**src/rtl/uart_pkg.sv**
```systemverilog
// uart_pkg: shared FSM state type, register offsets and STATUS bit positions
package uart_pkg;
  typedef enum logic [1:0] {IDLE, START, DATA, STOP} tx_state_t;
  localparam logic [1:0] REG_DATA   = 2'd0;
  localparam logic [1:0] REG_STATUS = 2'd1;
  localparam logic [1:0] REG_CTRL   = 2'd2;
  localparam int ST_BUSY  = 0;
  localparam int ST_FULL  = 1;
  localparam int ST_EMPTY = 2;
  localparam int ST_OVF   = 3;
endpackage

```
**src/rtl/uart_tx_periph_fifo.sv**
```systemverilog
// sync_fifo: circular-buffer FIFO; a push while full is accepted only alongside a pop
module sync_fifo #(
  parameter int WIDTH = 8,
  parameter int DEPTH = 4
) (
  input  logic                     ph1,
  input  logic                     reset,
  input  logic                     push,
  input  logic                     pop,
  input  logic [WIDTH-1:0]         din,
  output logic [WIDTH-1:0]         dout,
  output logic                     full,
  output logic                     empty,
  output logic [$clog2(DEPTH):0]   count
);
  localparam int AW = $clog2(DEPTH);
  logic [WIDTH-1:0] mem [DEPTH];
  logic [AW-1:0] wptr, rptr;
  logic do_push, do_pop;
  assign full = count == (AW+1)'(DEPTH);
  assign empty = count == '0;
  assign do_push = push & (~full | pop);
  assign do_pop = pop & ~empty;
  assign dout = mem[rptr];
  always_ff @(posedge ph1 or negedge reset) begin
    if (!reset) begin
      wptr <= '0;
      rptr <= '0;
      count <= '0;
    end else begin
      if (do_push) wptr <= wptr + 1'b1;
      if (do_pop) rptr <= rptr + 1'b1;
      count <= count + {{AW{1'b0}}, do_push} - {{AW{1'b0}}, do_pop};
    end
  end
  always_ff @(posedge ph1) begin
    if (do_push) mem[wptr] <= din;
  end
endmodule

```
**src/rtl/uart_tx_periph.sv**
```systemverilog
// uart_tx_periph: memory-mapped 8N1 transmitter with a byte FIFO and CPU-visible registers
module uart_tx_periph
  import uart_pkg::*;
#(
  parameter logic [15:0] BASE_ADDR = 16'hD000,
  parameter int          DEPTH     = 4,
  parameter int          BAUD_DIV  = 16
) (
  input  logic        ph1,
  input  logic        reset,
  input  logic [15:0] address,
  input  logic [7:0]  data_in,
  input  logic        read_en,
  output logic [7:0]  data_out,
  output logic        data_oe,
  output logic        tx,
  output logic        irq
);
  localparam int CW = $clog2(BAUD_DIV);
  tx_state_t state, state_n;
  logic [CW-1:0] cnt, cnt_n;
  logic [2:0] bit_idx, bit_n;
  logic [7:0] shift, shift_n, last_data, fifo_dout, status;
  logic [$clog2(DEPTH):0] fifo_count;
  logic tx_n, pop, full, empty, has_data, start_ok, baud_done;
  logic tx_en, irq_en, overflow;
  logic sel, wr, wr_data, wr_status, wr_ctrl;
  logic [1:0] off;
  assign sel = address[15:2] == BASE_ADDR[15:2];
  assign off = address[1:0];
  assign wr = sel & ~read_en;
  assign wr_data = wr & (off == REG_DATA);
  assign wr_status = wr & (off == REG_STATUS);
  assign wr_ctrl = wr & (off == REG_CTRL);
  sync_fifo #(.WIDTH(8), .DEPTH(DEPTH)) u_fifo (
    .ph1  (ph1),
    .reset(reset),
    .push (wr_data),
    .pop  (pop),
    .din  (data_in),
    .dout (fifo_dout),
    .full (full),
    .empty(empty),
    .count(fifo_count)
  );
  assign has_data = fifo_count != '0;
  assign start_ok = tx_en & has_data;
  assign baud_done = cnt == CW'(BAUD_DIV - 1);
  always_comb begin
    status = 8'h00;
    status[ST_BUSY] = state != IDLE;
    status[ST_FULL] = full;
    status[ST_EMPTY] = empty;
    status[ST_OVF] = overflow;
  end
  assign data_oe = sel & read_en;
  assign data_out = ~sel ? 8'h00 :
                    off == REG_DATA   ? last_data :
                    off == REG_STATUS ? status :
                    off == REG_CTRL   ? {6'b0, irq_en, tx_en} : 8'h00;
  assign irq = empty & irq_en;
  always_ff @(posedge ph1 or negedge reset) begin
    if (!reset) begin
      last_data <= 8'h00;
      tx_en <= 1'b1;
      irq_en <= 1'b0;
      overflow <= 1'b0;
    end else begin
      if (wr_data) last_data <= data_in;
      if (wr_ctrl) {irq_en, tx_en} <= data_in[1:0];
      if (wr_data & full & ~pop) overflow <= 1'b1;
      else if (wr_status & data_in[ST_OVF]) overflow <= 1'b0;
    end
  end
  always_ff @(posedge ph1 or negedge reset) begin
    if (!reset) begin
      state <= IDLE;
      cnt <= '0;
      bit_idx <= '0;
      shift <= '0;
      tx <= 1'b1;
    end else begin
      state <= state_n;
      cnt <= cnt_n;
      bit_idx <= bit_n;
      shift <= shift_n;
      tx <= tx_n;
    end
  end
  // tx_n is the line level for the state being entered, so tx stays registered
  always_comb begin
    state_n = state;
    cnt_n = cnt + 1'b1;
    bit_n = bit_idx;
    shift_n = shift;
    tx_n = tx;
    pop = 1'b0;
    unique case (state)
      IDLE: begin
        cnt_n = '0;
        tx_n = ~start_ok;
        pop = start_ok;
        shift_n = start_ok ? fifo_dout : shift;
        state_n = start_ok ? START : IDLE;
      end
      START: if (baud_done) begin
        cnt_n = '0;
        bit_n = '0;
        tx_n = shift[0];
        state_n = DATA;
      end
      DATA: if (baud_done) begin
        cnt_n = '0;
        shift_n = shift >> 1;
        bit_n = bit_idx + 3'd1;
        tx_n = bit_idx == 3'd7 ? 1'b1 : shift[1];
        state_n = bit_idx == 3'd7 ? STOP : DATA;
      end
      STOP: if (baud_done) begin
        cnt_n = '0;
        pop = start_ok;
        shift_n = start_ok ? fifo_dout : shift;
        tx_n = ~start_ok;
        state_n = start_ok ? START : IDLE;
      end
      default: state_n = IDLE;
    endcase
  end
endmodule

```
**config.mk**
```make
export PLATFORM = sky130hd
export DESIGN_NAME = uart_tx_periph
export DESIGN_NICKNAME = d
export VERILOG_FILES = /design/src/rtl/uart_pkg.sv /design/src/rtl/uart_tx_periph_fifo.sv /design/src/rtl/uart_tx_periph.sv
export SDC_FILE = /design/constraint.sdc
export NUM_CORES = 1
export LEC_CHECK = 0
export ABC_AREA = 1
export BUFFER_PORTS_ARGS = -buffer_cell sky130_fd_sc_hd__buf_4
export CORE_ASPECT_RATIO = 0.75
export CORE_MARGIN = 2
export CORE_UTILIZATION = 40
export DETAILED_ROUTE_END_ITERATION = 16
export SYNTH_ARGS = -nofsm -noshare
export SYNTH_HDL_FRONTEND = slang
export SYNTH_SLANG_ARGS = --single-unit
```
**constraint.sdc**
```tcl
create_clock -name ph1 -period 4 [get_ports ph1]
set_input_delay 0.8 -clock ph1 [delete_from_list [all_inputs] [get_ports ph1]]
set_output_delay 0.8 -clock ph1 [all_outputs]
set_load 0.02 [all_outputs]
```
==> summary by stage, run 1 <==
Status
The flow ran to the end, and the final reports show no timing, DRC or antenna violations.

Clock network
After clock tree synthesis, the setup repair step added 0 buffers. The post-CTS resize count is 0. In this run the clock root is driven by a clkbuf_8. The TritonCTS clock tree is built. The clock buffer count from CTS is 9. The hold-fix buffer count after cts is 0.

The clock net in this run drives a total of 68 sinks. The H-tree was split into 3 levels. Counting along the longest clock path gives a buffer depth of 2. The clock insertion delay at the later pin of the skew report is 0.34 ns. Clock-pin slew was measured on the worst setup and hold paths at 0.08 ns.

Worst setup path
STA classifies the critical path endpoint as an output pin. The worst setup path category is primary input to output pin. Counting stages on the worst path, the most repeated cell is buf_4. The maximum fanout encountered on the critical timing path is 9. The element type at the critical path start is a primary input. For the worst setup path, the data arrival time is between 1.5 and 2 ns.

The critical path goes through buf_4 > or2_1 > nor2_4 > nand2_1 > a21oi_1 > buf_4. The largest single stage delay on the critical path is between 0.2 and 0.3 ns. Grouping stages by cell kind, the critical path spends the most delay in simple AND/OR/NAND/NOR gates. For this design, the slowest cell found on the critical path is or2_1. The number of buffer and inverter stages on the critical path is 2. For the worst setup path, the data required time is between 3 and 4 ns.

Cells and area
The number of filler instances in the final layout is 768. The multi-input combinational cells in the finished layout cover a total of roughly 0.0012 mm². The finished layout holds 498 standard cells, fillers aside.

In the final layout, flip-flops and latches occupy 0.001864 mm². After the last flow step, the layout net total stands at 430. Of the cells placed in the final design, the portion with a size suffix greater than 1 is 0.1908. The antenna cell count is 0. Relative to the synthesized area, the layout overhead comes to 16.73%.

Pwr
The total power draw is 1.364 mW. The internal power summed over all cells is between 1 and 1.5 mW. The largest vdd supply drop is 0.0002046 V.

The static power due to leakage is 1.782 nW. Of the total power, registers draw 0.547. Of the total power, combinational logic draws 0.057. The clock share of power is 0.395. Of the total power, the share spent switching nets is 0.2276. The power density over the cells is 355.8 mW/mm². The switching power of the nets is 310.4 µW.

Synthesis
Each instance of the synthesized netlist takes up on average 9.462 µm². The net count of the mapped netlist is 389. In this run, synthesis inferred 32 flip-flops with an integrated enable. The fraction of registers with async set or reset after synthesis is 0.5294. After synthesis, the share of cell area in mux cells is 0. The distinct cell type count after synthesis is 32. The compound-cell area share of the yosys netlist is 0.05259. Of the total synthesized cell area, the portion taken by XOR and XNOR cells is 0.008003. The share of synthesized cell area in and, or, nand and nor gates is 0.2591. The synthesized design contains 68 register bits.

The count of synthesis-stage warnings from yosys is 0. The synthesized instance count is 347. The adder and majority gate portion of the synthesized area is 0.05945. The dominant combinational cell family by area after synthesis is simple AND/OR/NAND/NOR gates. The mapped netlist covers 0.003283 mm². For this run, the leading register cell type out of synthesis is dfrtp_1. The sequential element share of the synthesized area is 0.5678.

Global route
The maximum number of pins on one net before global-route repair is 37. Summed over all layers, the global routing overflow is 0. The global router's overall resource usage is 0.1673. The first global-routing pass estimated 11170 µm of wire. The number of global-route vias before repair is 2269.

The number of antenna violations at the first check in global routing came to 0.

Detailed routing
Summed over all layers, the routed wires come to 6598 µm. The total number of vias is 2388. The wire length on met3 is 410 µm. After the first detailed-routing iteration, the DRC count stood at between 150 and 200. The iteration count of the initial detailed-routing pass is 4. The wire length the detailed router placed on met1 is 3287 µm.

The remaining antenna violation count is 0. Dividing the detail-routed via count by the number of cells gives 4.795. After detailed routing, the number of remaining DRC violations is 0. The highest layer touched by signal routing is met3. The total length of routed met2 wires is 2900 µm.

The routed wirelength normalized by instance count is 13.25 µm.

STA
The final count of pins violating max slew is 0. On the final layout, the worst clock skew is ~0.0082 ns. The normalized max-slew margin is 0.5324. At the pin with the least slew margin, the transition time is 0.6989 ns. The clock period could shrink to 2.650 ns. The number of hold violations in the final report is 0.

Setup repair after global routing left no endpoint under its margin. Dividing the final minimum period by the clock period gives 0.6625. The minimum setup slack in the final design is 1.350 ns.

The total setup violations reported at the end of the flow is 0. The setup TNS after final layout is 0 ns. For this run, the top clock speed supported by timing is 377.3 MHz.

Floorplan
The standard-cell row count is 28. The die height is 82.46 µm. The core area is 0.007918 mm². The die covers 0.008956 mm². The boundary pin count is 38. The floorplan step set the die width to 108.6 µm. The initial utilization of the core area, before any placement, comes to 0.4147.

Placement
The pre-CTS setup slack is 1.246 ns. The cell total after placement is 482. The count of buffers added on input and output ports is 37. The HPWL after detailed placement is between 4000 and 5000 µm. The last weighted congestion value of the routability-driven placer is 0.8166.

Run
The max-cap violation count is 0.

Min path
The type of the worst min-delay path is primary input to async pin.
-- per-stage QoR --
step / instance area, µm² / util / hold WS (ns)
floorplan: 3283 / - / 0.4301
global placement: 3650 / 0.4610 / 0.4502
detailed placement: 3650 / 0.4610 / 0.4544
CTS: 3832 / 0.4840 / 0.4181
global route: 3832 / 0.4840 / 0.4395
finish: 3832 / 0.4840 / 0.4068
-- synth_stat cells, types with 3 or more instances --
master	number	area, µm²
nand2_2	3	18.77
nand2_1	119	446.7
buf_2	4	20.02
a21oi_1	5	25.02
dfrtp_1	34	850.8
o21ai_2	5	43.79
nor2_1	23	86.33
nor2_2	6	37.54
inv_1	33	123.9
o21ai_0	16	80.08
ha_1	14	175.2
edfxtp_1	32	960.9
nand3_1	29	145.1
-- routing by layer --
layer / vias to the layer above / global-route usage
met2: 64 / 0.2506
li1: 1203 / -
met5: - / 0
met3: 0 / 0.04945
met1: 1121 / 0.2356
met4: 0 / 0.05000
-- cell families after synthesis --
kind of cell / after synthesis
AND/OR/NAND/NOR: 190
flip-flops: 68
buffers and inverters: 42
AO/OA/AOI/OAI: 29
adder cells (fa/ha/maj): 15
XOR/XNOR: 3
-- cell usage in the layout (no fill, tap or decap) --
cell type | synthesis | final
clkinvlp_4 | 0 | 1
dfrtp_1 | 34 | 34
xor2_1 | 2 | 2
a221oi_1 | 1 | 1
nand4_1 | 1 | 1
fa_1 | 1 | 1
clkinv_1 | 1 | 3
nand2_1 | 119 | 119
o21ai_2 | 5 | 5
o21ai_0 | 16 | 16
nor2_4 | 1 | 1
dfstp_2 | 2 | 2
nor2_2 | 6 | 6
nand2_2 | 3 | 3
buf_4 | 1 | 37
or2_2 | 1 | 1
nand3_1 | 29 | 29
o31ai_1 | 2 | 2
nand3_2 | 2 | 2
clkbuf_1 | 1 | 1
inv_1 | 33 | 33
edfxtp_1 | 32 | 32
bufinv_16 | 0 | 1
nand2_4 | 1 | 1
or2_1 | 1 | 1
nand3_4 | 2 | 2
clkinv_2 | 0 | 2
ha_1 | 14 | 14
clkbuf_8 | 0 | 9
nor2_8 | 1 | 1
a21oi_1 | 5 | 5
xnor2_1 | 1 | 1
inv_2 | 1 | 1
nor2_1 | 23 | 23
-- power by group through the flow --
| stage | sequential [mW] | clock (mW) | combinational [mW] |
|---|---|---|---|
| 6_report | 0.747 | 0.539 | 0.0779 |
| 5_1_grt | 0.747 | 0.582 | 0.0893 |
| 4_1_cts | 0.746 | 0.553 | 0.0802 |
| 3_5_place_dp | 0.761 | 0 | 0.0798 |
| 3_3_place_gp | 0.761 | 0 | 0.0791 |
| 2_1_floorplan | 0.760 | 0 | 0.0374 |
-- worst register-to-register path, stage by stage (launching register included) --
cell	delay (ns)
dfrtp_1	0.42
inv_1	0.13
ha_1	0.28
inv_1	0.09
nand2_2	0.10
o21ai_2	0.08
o21ai_2	0.28
nand2_4	0.13
nor2_1	0.55
-- worst paths after layout --
check / start / endpoint / slack, ns / cells after the start
max: address[3] / data_out[3] / 1.35 / 6
min: reset / state[0] / 0.41 / 1
max reg2reg: state[0] / u_fifo.mem[3][6] / 1.56 / 8
min reg2reg: cnt[0] / cnt[0] / 0.46 / 1
max in group asynchronous: reset / tx_en / 3.23 / 1
min in group ph1: cnt[0] / cnt[0] / 0.46 / 1
-- state kept, by name (all words and copies together), names as in the netlist, 3 cells and up --
signal and cells:
u_fifo.count 3, bit_idx 3, u_fifo.mem 32, last_data 8, shift 8, cnt 4
-- cell type report --
| class | instances | area share |
|---|---|---|
| Tap cell | 105 | 0.03428 |
| Multi-Input combinational cell | 237 | 0.3248 |
| Sequential cell | 68 | 0.4865 |
| Timing Repair Buffer | 37 | 0.07248 |
| Inverter | 35 | 0.03428 |
| Clock inverter | 6 | 0.01436 |
| Clock buffer | 10 | 0.03330 |
Note: power is estimated with default switching activity, not from simulation.
==> run 2, diff against run 1 <==
==> constraint.sdc (replaced) <==
create_clock -name ph1 -period 2.4 [get_ports ph1]
set_input_delay 0.48 -clock ph1 [delete_from_list [all_inputs] [get_ports ph1]]
set_output_delay 0.48 -clock ph1 [all_outputs]
set_load 0.02 [all_outputs]
==> summary by stage, run 2 (same netlist as run 1, synthesis figures left out) <==
Status
The run finished with clean final reports.

STA
The fraction of the cycle the final worst path needs is 0.9304. The worst path needs around 2.2 ns of the cycle, external delays included. The final count of pins violating max slew came to 0 (unchanged). The setup TNS after final layout came to 0 ns (unchanged). The worst clock skew on the final layout is 0.01129 ns (+0.003096 ns).

Setup repair after global routing left no endpoint under its margin. The actual slew at the worst max-slew pin is 0.6046 ns (-0.09428 ns). The peak clock frequency supported by timing is 447.8 MHz.

The number of hold violations in the final report was 0 (unchanged). The total setup violations reported at the end of the flow is 0 (unchanged). The normalized max-slew margin came to 0.5935 (+0.06113).

Floorplan
The initial core utilization is 0.4147 (unchanged). The die outline area is 0.008956 mm² (unchanged). The die height is 82.46 µm (unchanged). The standard-cell row count is 28 (unchanged).

The core area is 0.007918 mm² (unchanged). The width of the chip is 108.6 µm (unchanged). The boundary pin count came to 38 (unchanged).

Placement
The HPWL after detailed placement came to 4671 µm (+1.3%). The number of buffer cells added on primary ports is 37 (unchanged). The last weighted congestion value of the routability-driven placer is 0.7804 (-4.4%).

Clock network
The clock-pin slew reported for the worst setup and hold paths after clock tree synthesis came to 0.08 ns (about the same). The TritonCTS clock tree is built. The maximum clock path buffer count was 2 (unchanged). The hold-fix buffer count after cts came to 0 (unchanged). The number of H-tree levels is 3 (unchanged). The clock buffer count from CTS is 9 (unchanged). The post-CTS resize count is 0 (unchanged). The number of sinks handled by clock tree synthesis is 68 (unchanged).

The number of buffers inserted by post-CTS setup repair came to 0 (unchanged). The clock insertion delay at the later pin of the skew report is 0.34 ns (about the same). The tree is rooted in a clkbuf_8.

Worst setup path
The largest individual stage delay along the critical path comes from the cell fa_1. The critical path's largest stage delay came to 0.41 ns (+0.16 ns). The arrival time at the worst endpoint is 2.45 ns (+0.60 ns). The signal on the critical path passes through inv_1 > ha_1 > inv_1 > nand3_2 > nor2_2 > ha_1 > inv_1 > ha_1 > fa_1. The worst setup path category is flip-flop to flip-flop. The element type at the critical path start is a flip-flop.

The gate family responsible for the most delay along the worst path is adder cells. The required time of the critical path is 2.62 ns (-0.58 ns). The maximum fanout encountered on the critical timing path is 4 (-5). The number of cell instances on the worst register-to-register path is 9 (+1). The critical path endpoint category is a flip-flop. The number of buffer and inverter stages on the critical path is 3 (+1). The total number of cells along the worst setup path is 9 (+3).

Cells and area
Leaving out fill and tap cells, the most frequent cell in the layout is nand2_1. The share of post-route cells with drive strength above 1 is 0.2145 (+0.02362). u_fifo.mem holds more flip-flops than any other register. In the layout the commonest cells are nand2_1 (119), buf_4 (45), dfrtp_1 (34). The number of filler instances in the final layout is 765 (-0.39%).

The number of nets in the finished design came to 438 (+1.9%). The antenna cell count is 0 (unchanged). The share of the core filled with cells in the final layout is 0.4943 (+0.01027). In the final layout, the registers with the most flip-flops are u_fifo.mem x32, last_data x8, shift x8. The number of flip-flops in the largest register came to 32 (unchanged). The area growth from synthesis to layout is 19.21%.

Detailed routing
The total number of vias is 2352 (-1.5%). The total detailed-routing wirelength came to 6578 µm (-0.30%). The detailed router's first-iteration violation count is 121 (-32%). The routed wirelength normalized by instance count came to 13.00 µm (-1.9%). The DRC violation count after routing is 0 (unchanged). The iteration count of the initial detailed-routing pass is 4 (unchanged). The remaining antenna violation count is 0 (unchanged). The post-detailed-route via-to-cell ratio is 4.648 (-3.1%).

Min path
The tightest min-delay check is of the primary input to async pin type.

Global route
The sum of overflow across all layers after global routing is 0 (unchanged). The maximum number of pins on one net before global-route repair was 37 (unchanged). The global router's overall resource usage is 0.1620 (-0.005293). The global-route wire length before repair is 10960 µm (-1.9%). The number of global-route vias before repair was 2225 (-1.9%).

The number of antenna violations at the first check in global routing is 0 (unchanged).

Run
The max-cap violation count was 0 (unchanged).

Pwr
The total power draw was 2.356 mW (+73%). The largest vdd supply drop is 0.0002877 V (+41%). The power density over the cells is 602.1 mW/mm² (+69%). The static power due to leakage is 1.830 nW (+2.7%).
-- run 2: cell count changes in the layout (fill, tap and decap cells not counted) --
cell        previous run  this run
clkbuf_1               1         0
clkinvlp_4             1         2
inv_6                  0         4
buf_4                 37        45
clkinv_2               2         0
clkinv_1               3         1
-- run 2: layout make-up --
cell class,count,area [µm²],area share
inverters,35,131.4,0.03357
flip-flops and latches,68,1864,0.4763
clock buffers,9,123.9,0.03165
well taps,105,131.4,0.03357
clock inverters,7,80.08,0.02046
multi-input cells,237,1245,0.3181
repair buffers,45,337.8,0.08632
-- run 2: per-stage QoR --
stage / setup slack, ns / area (µm²) / hold slack, ns / cells
2_1_floorplan: 0.3242 / 3283 / 0.1844 / 347
3_3_place_gp: 0.2638 / 3710 / 0.4456 / 490
3_5_place_dp: 0.1858 / 3710 / 0.4548 / 490
4_1_cts: 0.1707 / 3914 / 0.1020 / 506
5_1_grt: 0.04961 / 3914 / 0.1219 / 506
6_report: 0.1671 / 3914 / 0.08649 / 506
-- run 2: final timing paths --
kind / startpoint / end / slack [ns]
worst max-delay path: state[0] / u_fifo.count[1] / 0.17
worst min-delay path: reset / shift[5] / 0.09
worst max register to register: state[0] / u_fifo.count[1] / 0.17
worst min register to register: cnt[0] / cnt[0] / 0.46
max in group asynchronous: reset / tx / 1.95
min in group ph1: data_in[7] / u_fifo.mem[1][7] / 0.35
-- run 2: power breakdown --
part | internal [mW] | switching (mW) | leakage, nW | total (mW)
clock | 0.494 | 0.480 | 0.0973 | 0.974
combinational | 0.0572 | 0.0831 | 0.955 | 0.140
sequential | 1.23 | 0.00735 | 0.778 | 1.24
-- run 2: per-layer routing --
metal	track usage	routed length, µm
met5	0	0
met4	0.02308	7
met1	0.2340	3367
met2	0.2475	2926
met3	0.04788	277
==> run 3, diff against run 2 <==
--- a/config.mk
+++ b/config.mk
@@ -5,7 +5,6 @@
 export SDC_FILE = /design/constraint.sdc
 export NUM_CORES = 1
 export LEC_CHECK = 0
-export ABC_AREA = 1
 export BUFFER_PORTS_ARGS = -buffer_cell sky130_fd_sc_hd__buf_4
 export CORE_ASPECT_RATIO = 0.75
 export CORE_MARGIN = 2
==> summary by stage, run 3 <==
Status
The run finished with clean final reports.

Floorplan
The die outline area is 0.008603 mm² (-3.9%). The die height came to 80.83 µm (-2.0%). The initial core utilization is 0.4198 (+0.005088). The width of the chip is 106.4 µm (-2.0%). The core area is 0.007500 mm² (-5.3%). The boundary pin count was 38 (unchanged). The standard-cell row count is 27 (-3.6%).

Cells and area
The area growth from synthesis to layout is 23.01%. The number of flip-flops in the largest register is 32 (unchanged). The number of nets in the finished design was 317 (-28%). The largest register by flop count is u_fifo.mem.

Leaving out fill and tap cells, the most frequent cell in the layout is buf_4. The number of filler instances in the final layout was 651 (-15%). The largest registers in the layout are u_fifo.mem x32, last_data x8, shift x8. The share of post-route cells with drive strength above 1 is 0.3857 (+0.1713). The antenna cell count is 0 (unchanged). In the layout the commonest cells are buf_4 (50), dfrtp_1 (32), edfxtp_1 (32).

STA
The minimum setup slack in the final design came to 0.03579 ns (-0.1313 ns). The actual slew at the worst max-slew pin is 0.6014 ns (-0.003157 ns). The final count of pins violating max slew is 0 (unchanged).

The fraction of the cycle the final worst path needs came to 0.9851 (+0.05469). The number of hold violations in the final report is 0 (unchanged). The peak clock frequency supported by timing is 423.0 MHz (-5.6%). The worst clock skew on the final layout came to 0.009540 ns (-0.001752 ns). The setup TNS after final layout was 0 ns (unchanged). The minimum period implied by the final worst setup slack is 2.364 ns (+0.1313 ns). The total setup violations reported at the end of the flow came to 0 (unchanged). Setup repair after global routing could not meet its margin everywhere.

The normalized max-slew margin is 0.5991 (+0.005550).

Placement
The last weighted congestion value of the routability-driven placer is 0.7714 (-1.2%). The number of buffer cells added on primary ports was 37 (unchanged). The pre-CTS setup slack is -0.003217 ns (-0.1890 ns).

The HPWL after detailed placement is 4089 µm (-12%).

Clock network
The clock insertion delay at the later pin of the skew report is 0.34 ns (about the same). The clock-pin slew reported for the worst setup and hold paths after clock tree synthesis is 0.08 ns (about the same). The maximum clock path buffer count was 2 (unchanged). The hold-fix buffer count after cts is 0 (unchanged). The clock buffer count from CTS is 9 (unchanged). The clock tree root buffer cell is clkbuf_8.

The number of sinks handled by clock tree synthesis is 68 (unchanged). TritonCTS built the clock tree. The number of H-tree levels is 3 (unchanged).

Worst setup path
The critical path endpoint category is a flip-flop. The required time of the critical path is 2.63 ns (about the same). The worst setup path category is flip-flop to flip-flop. The maximum fanout encountered on the critical timing path is 4 (unchanged). The element type at the critical path start is a flip-flop.

The arrival time at the worst endpoint is 2.59 ns (+0.14 ns).

Detailed routing
The remaining antenna violation count came to 0 (unchanged). The detailed router's first-iteration violation count is 71 (-41%). The total detailed-routing wirelength is 5790 µm (-12%). The DRC violation count after routing is 0 (unchanged).

The routed wirelength normalized by instance count was 15.20 µm (+17%). The post-detailed-route via-to-cell ratio was 4.895 (+5.3%). The iteration count of the initial detailed-routing pass is 4 (unchanged). The total number of vias is 1865 (-21%).

Pwr
The static power due to leakage is 1.605 nW (-12%). The register share of total power is 0.459 (-0.068). The switching power as a share of total power came to 0.3019 (+0.06006).

The clock share of power is 0.309 (-0.104). The power density over the cells is 815.6 mW/mm² (+35%). The total power draw is 3.158 mW (+34%). The combinational cell fraction of total power is 0.233 (+0.173). The largest vdd supply drop is 0.0003990 V (+39%). The switching power of the nets is 953.7 µW (+67%). The internal power summed over all cells is 2.205 mW (+23%).

Synthesis
The distinct cell type count after synthesis is 45 (+41%). The post-synthesis cell area was 0.003148 mm² (-4.1%). The number of synthesized flops with an enable pin is 32 (unchanged). The count of synthesis-stage warnings from yosys is 0 (unchanged).

In the synthesized netlist the dominant register cell turns out to be dfrtp_1. In the synthesized netlist, the cells that appear most often are dfrtp_1 (34), edfxtp_1 (32), ha_1 (14). The synthesized instance count is 221 (-36%).

The fraction of post-synthesis cell area in the top cell type by area was 0.3052 (+0.01256). The sequential element share of the synthesized area was 0.5922 (+0.02437). The largest total area in the synthesized netlist belongs to edfxtp_1. The synthesized area per cell is 14.24 µm² (+51%).

Among all cell types in the netlist, the one instantiated most often is dfrtp_1. The net count of the mapped netlist is 263 (-32%). Sorting the synthesized cells by area gives the leading types as edfxtp_1 (31%), dfrtp_1 (27%), mux4_2 (5.7%), ha_1 (5.6%), mux2_2 (3.9%). The fraction of registers with async set or reset after synthesis is 0.5294 (unchanged). The number of synthesized register bits was 68 (unchanged).

Global route
The maximum number of pins on one net before global-route repair is 37 (unchanged). The global-route wire length before repair came to 9936 µm (-9.3%). The global router's overall resource usage is 0.1517 (-0.01037). The number of antenna violations at the first check in global routing was 0 (unchanged). The sum of overflow across all layers after global routing came to 0 (unchanged). The number of global-route vias before repair is 1970 (-11%).

Min path
The min-delay analysis places its worst path in the category primary input to async pin.

Run
The max-cap violation count is 0 (unchanged).
## run 3: worst max-delay path, stage by stage (launching register included)
cell and delay, ns:
dfrtp_1 0.39, ha_1 0.21, a41oi_2 0.12, or3_4 0.44
inv_1 0.09, ha_1 0.12, inv_1 0.04, ha_2 0.18
fa_1 0.37, xor2_1 0.16, xnor2_1 0.13
## run 3: path summary, 6_finish.rpt
kind                       cells past startpoint  slack [ns]  startpoint                to
min reg2reg                                    2        0.49    shift[7]          shift[7]
max reg2reg                                   10        0.04      cnt[0]   u_fifo.count[2]
min in group ph1                               1        0.35  data_in[4]  u_fifo.mem[1][4]
max in group asynchronous                      1        1.93       reset          state[1]
max                                           10        0.04      cnt[0]   u_fifo.count[2]
min                                            1        0.09       reset          shift[7]
## run 3: per-stage QoR
stage,std cells,hold WS [ns],instance area (µm²),util
6_report,381,0.09494,3872,0.5164
5_1_grt,381,0.1209,3872,0.5164
4_1_cts,381,0.09018,3850,0.5133
3_5_place_dp,364,0.4711,3630,0.4840
3_3_place_gp,364,0.4641,3630,0.4840
2_1_floorplan,221,0.1844,3163,-
## run 3: timing repair
action / in CTS / in global routing
pin swaps: 1 / 0
endpoints found under the setup margin: 1 / 34
resized for setup: 1 / 11
setup buffers: 1 / 0
## run 3: power groups by stage
stage | sequential, mW | clock (mW) | combinational, mW
floorplan | 1.45 | 0 | 0.476
global placement | 1.45 | 0 | 0.700
detailed placement | 1.45 | 0 | 0.710
CTS | 1.43 | 1.01 | 0.734
global route | 1.47 | 1.05 | 0.836
finish | 1.45 | 0.975 | 0.735
## run 3: per-layer routing
| layer | share of wire | track usage | vias to the layer above |
|---|---|---|---|
| li1 | - | - | 921 |
| met1 | 0.51 | 0.2125 | 904 |
| met2 | 0.45 | 0.2301 | 38 |
| met3 | 0.042 | 0.05217 | 2 |
| met4 | 0.0021 | 0.03506 | 0 |
| met5 | 0 | 0 | - |
## run 3: cell families after synthesis
kind of cell,count (synthesis),share of synthesized area
muxes,30,0.1331
DFF,68,0.5922
adders and majority gates,15,0.06200
buffers and inverters,19,0.02305
and+or+nand+nor,53,0.1021
xor gates and xnor gates,6,0.01669
AOI/OAI and AO/OA,30,0.07075
## run 3: layout make-up
cell class	instances	area, µm²	share of cell area
Clock inverter	7	81.33	0.02100
Sequential cell	68	1867	0.4821
Clock buffer	9	123.9	0.03199
Tap cell	101	126.4	0.03263
Multi-Input combinational cell	134	1251	0.3231
Inverter	12	47.55	0.01228
Timing Repair Buffer	50	375.4	0.09693
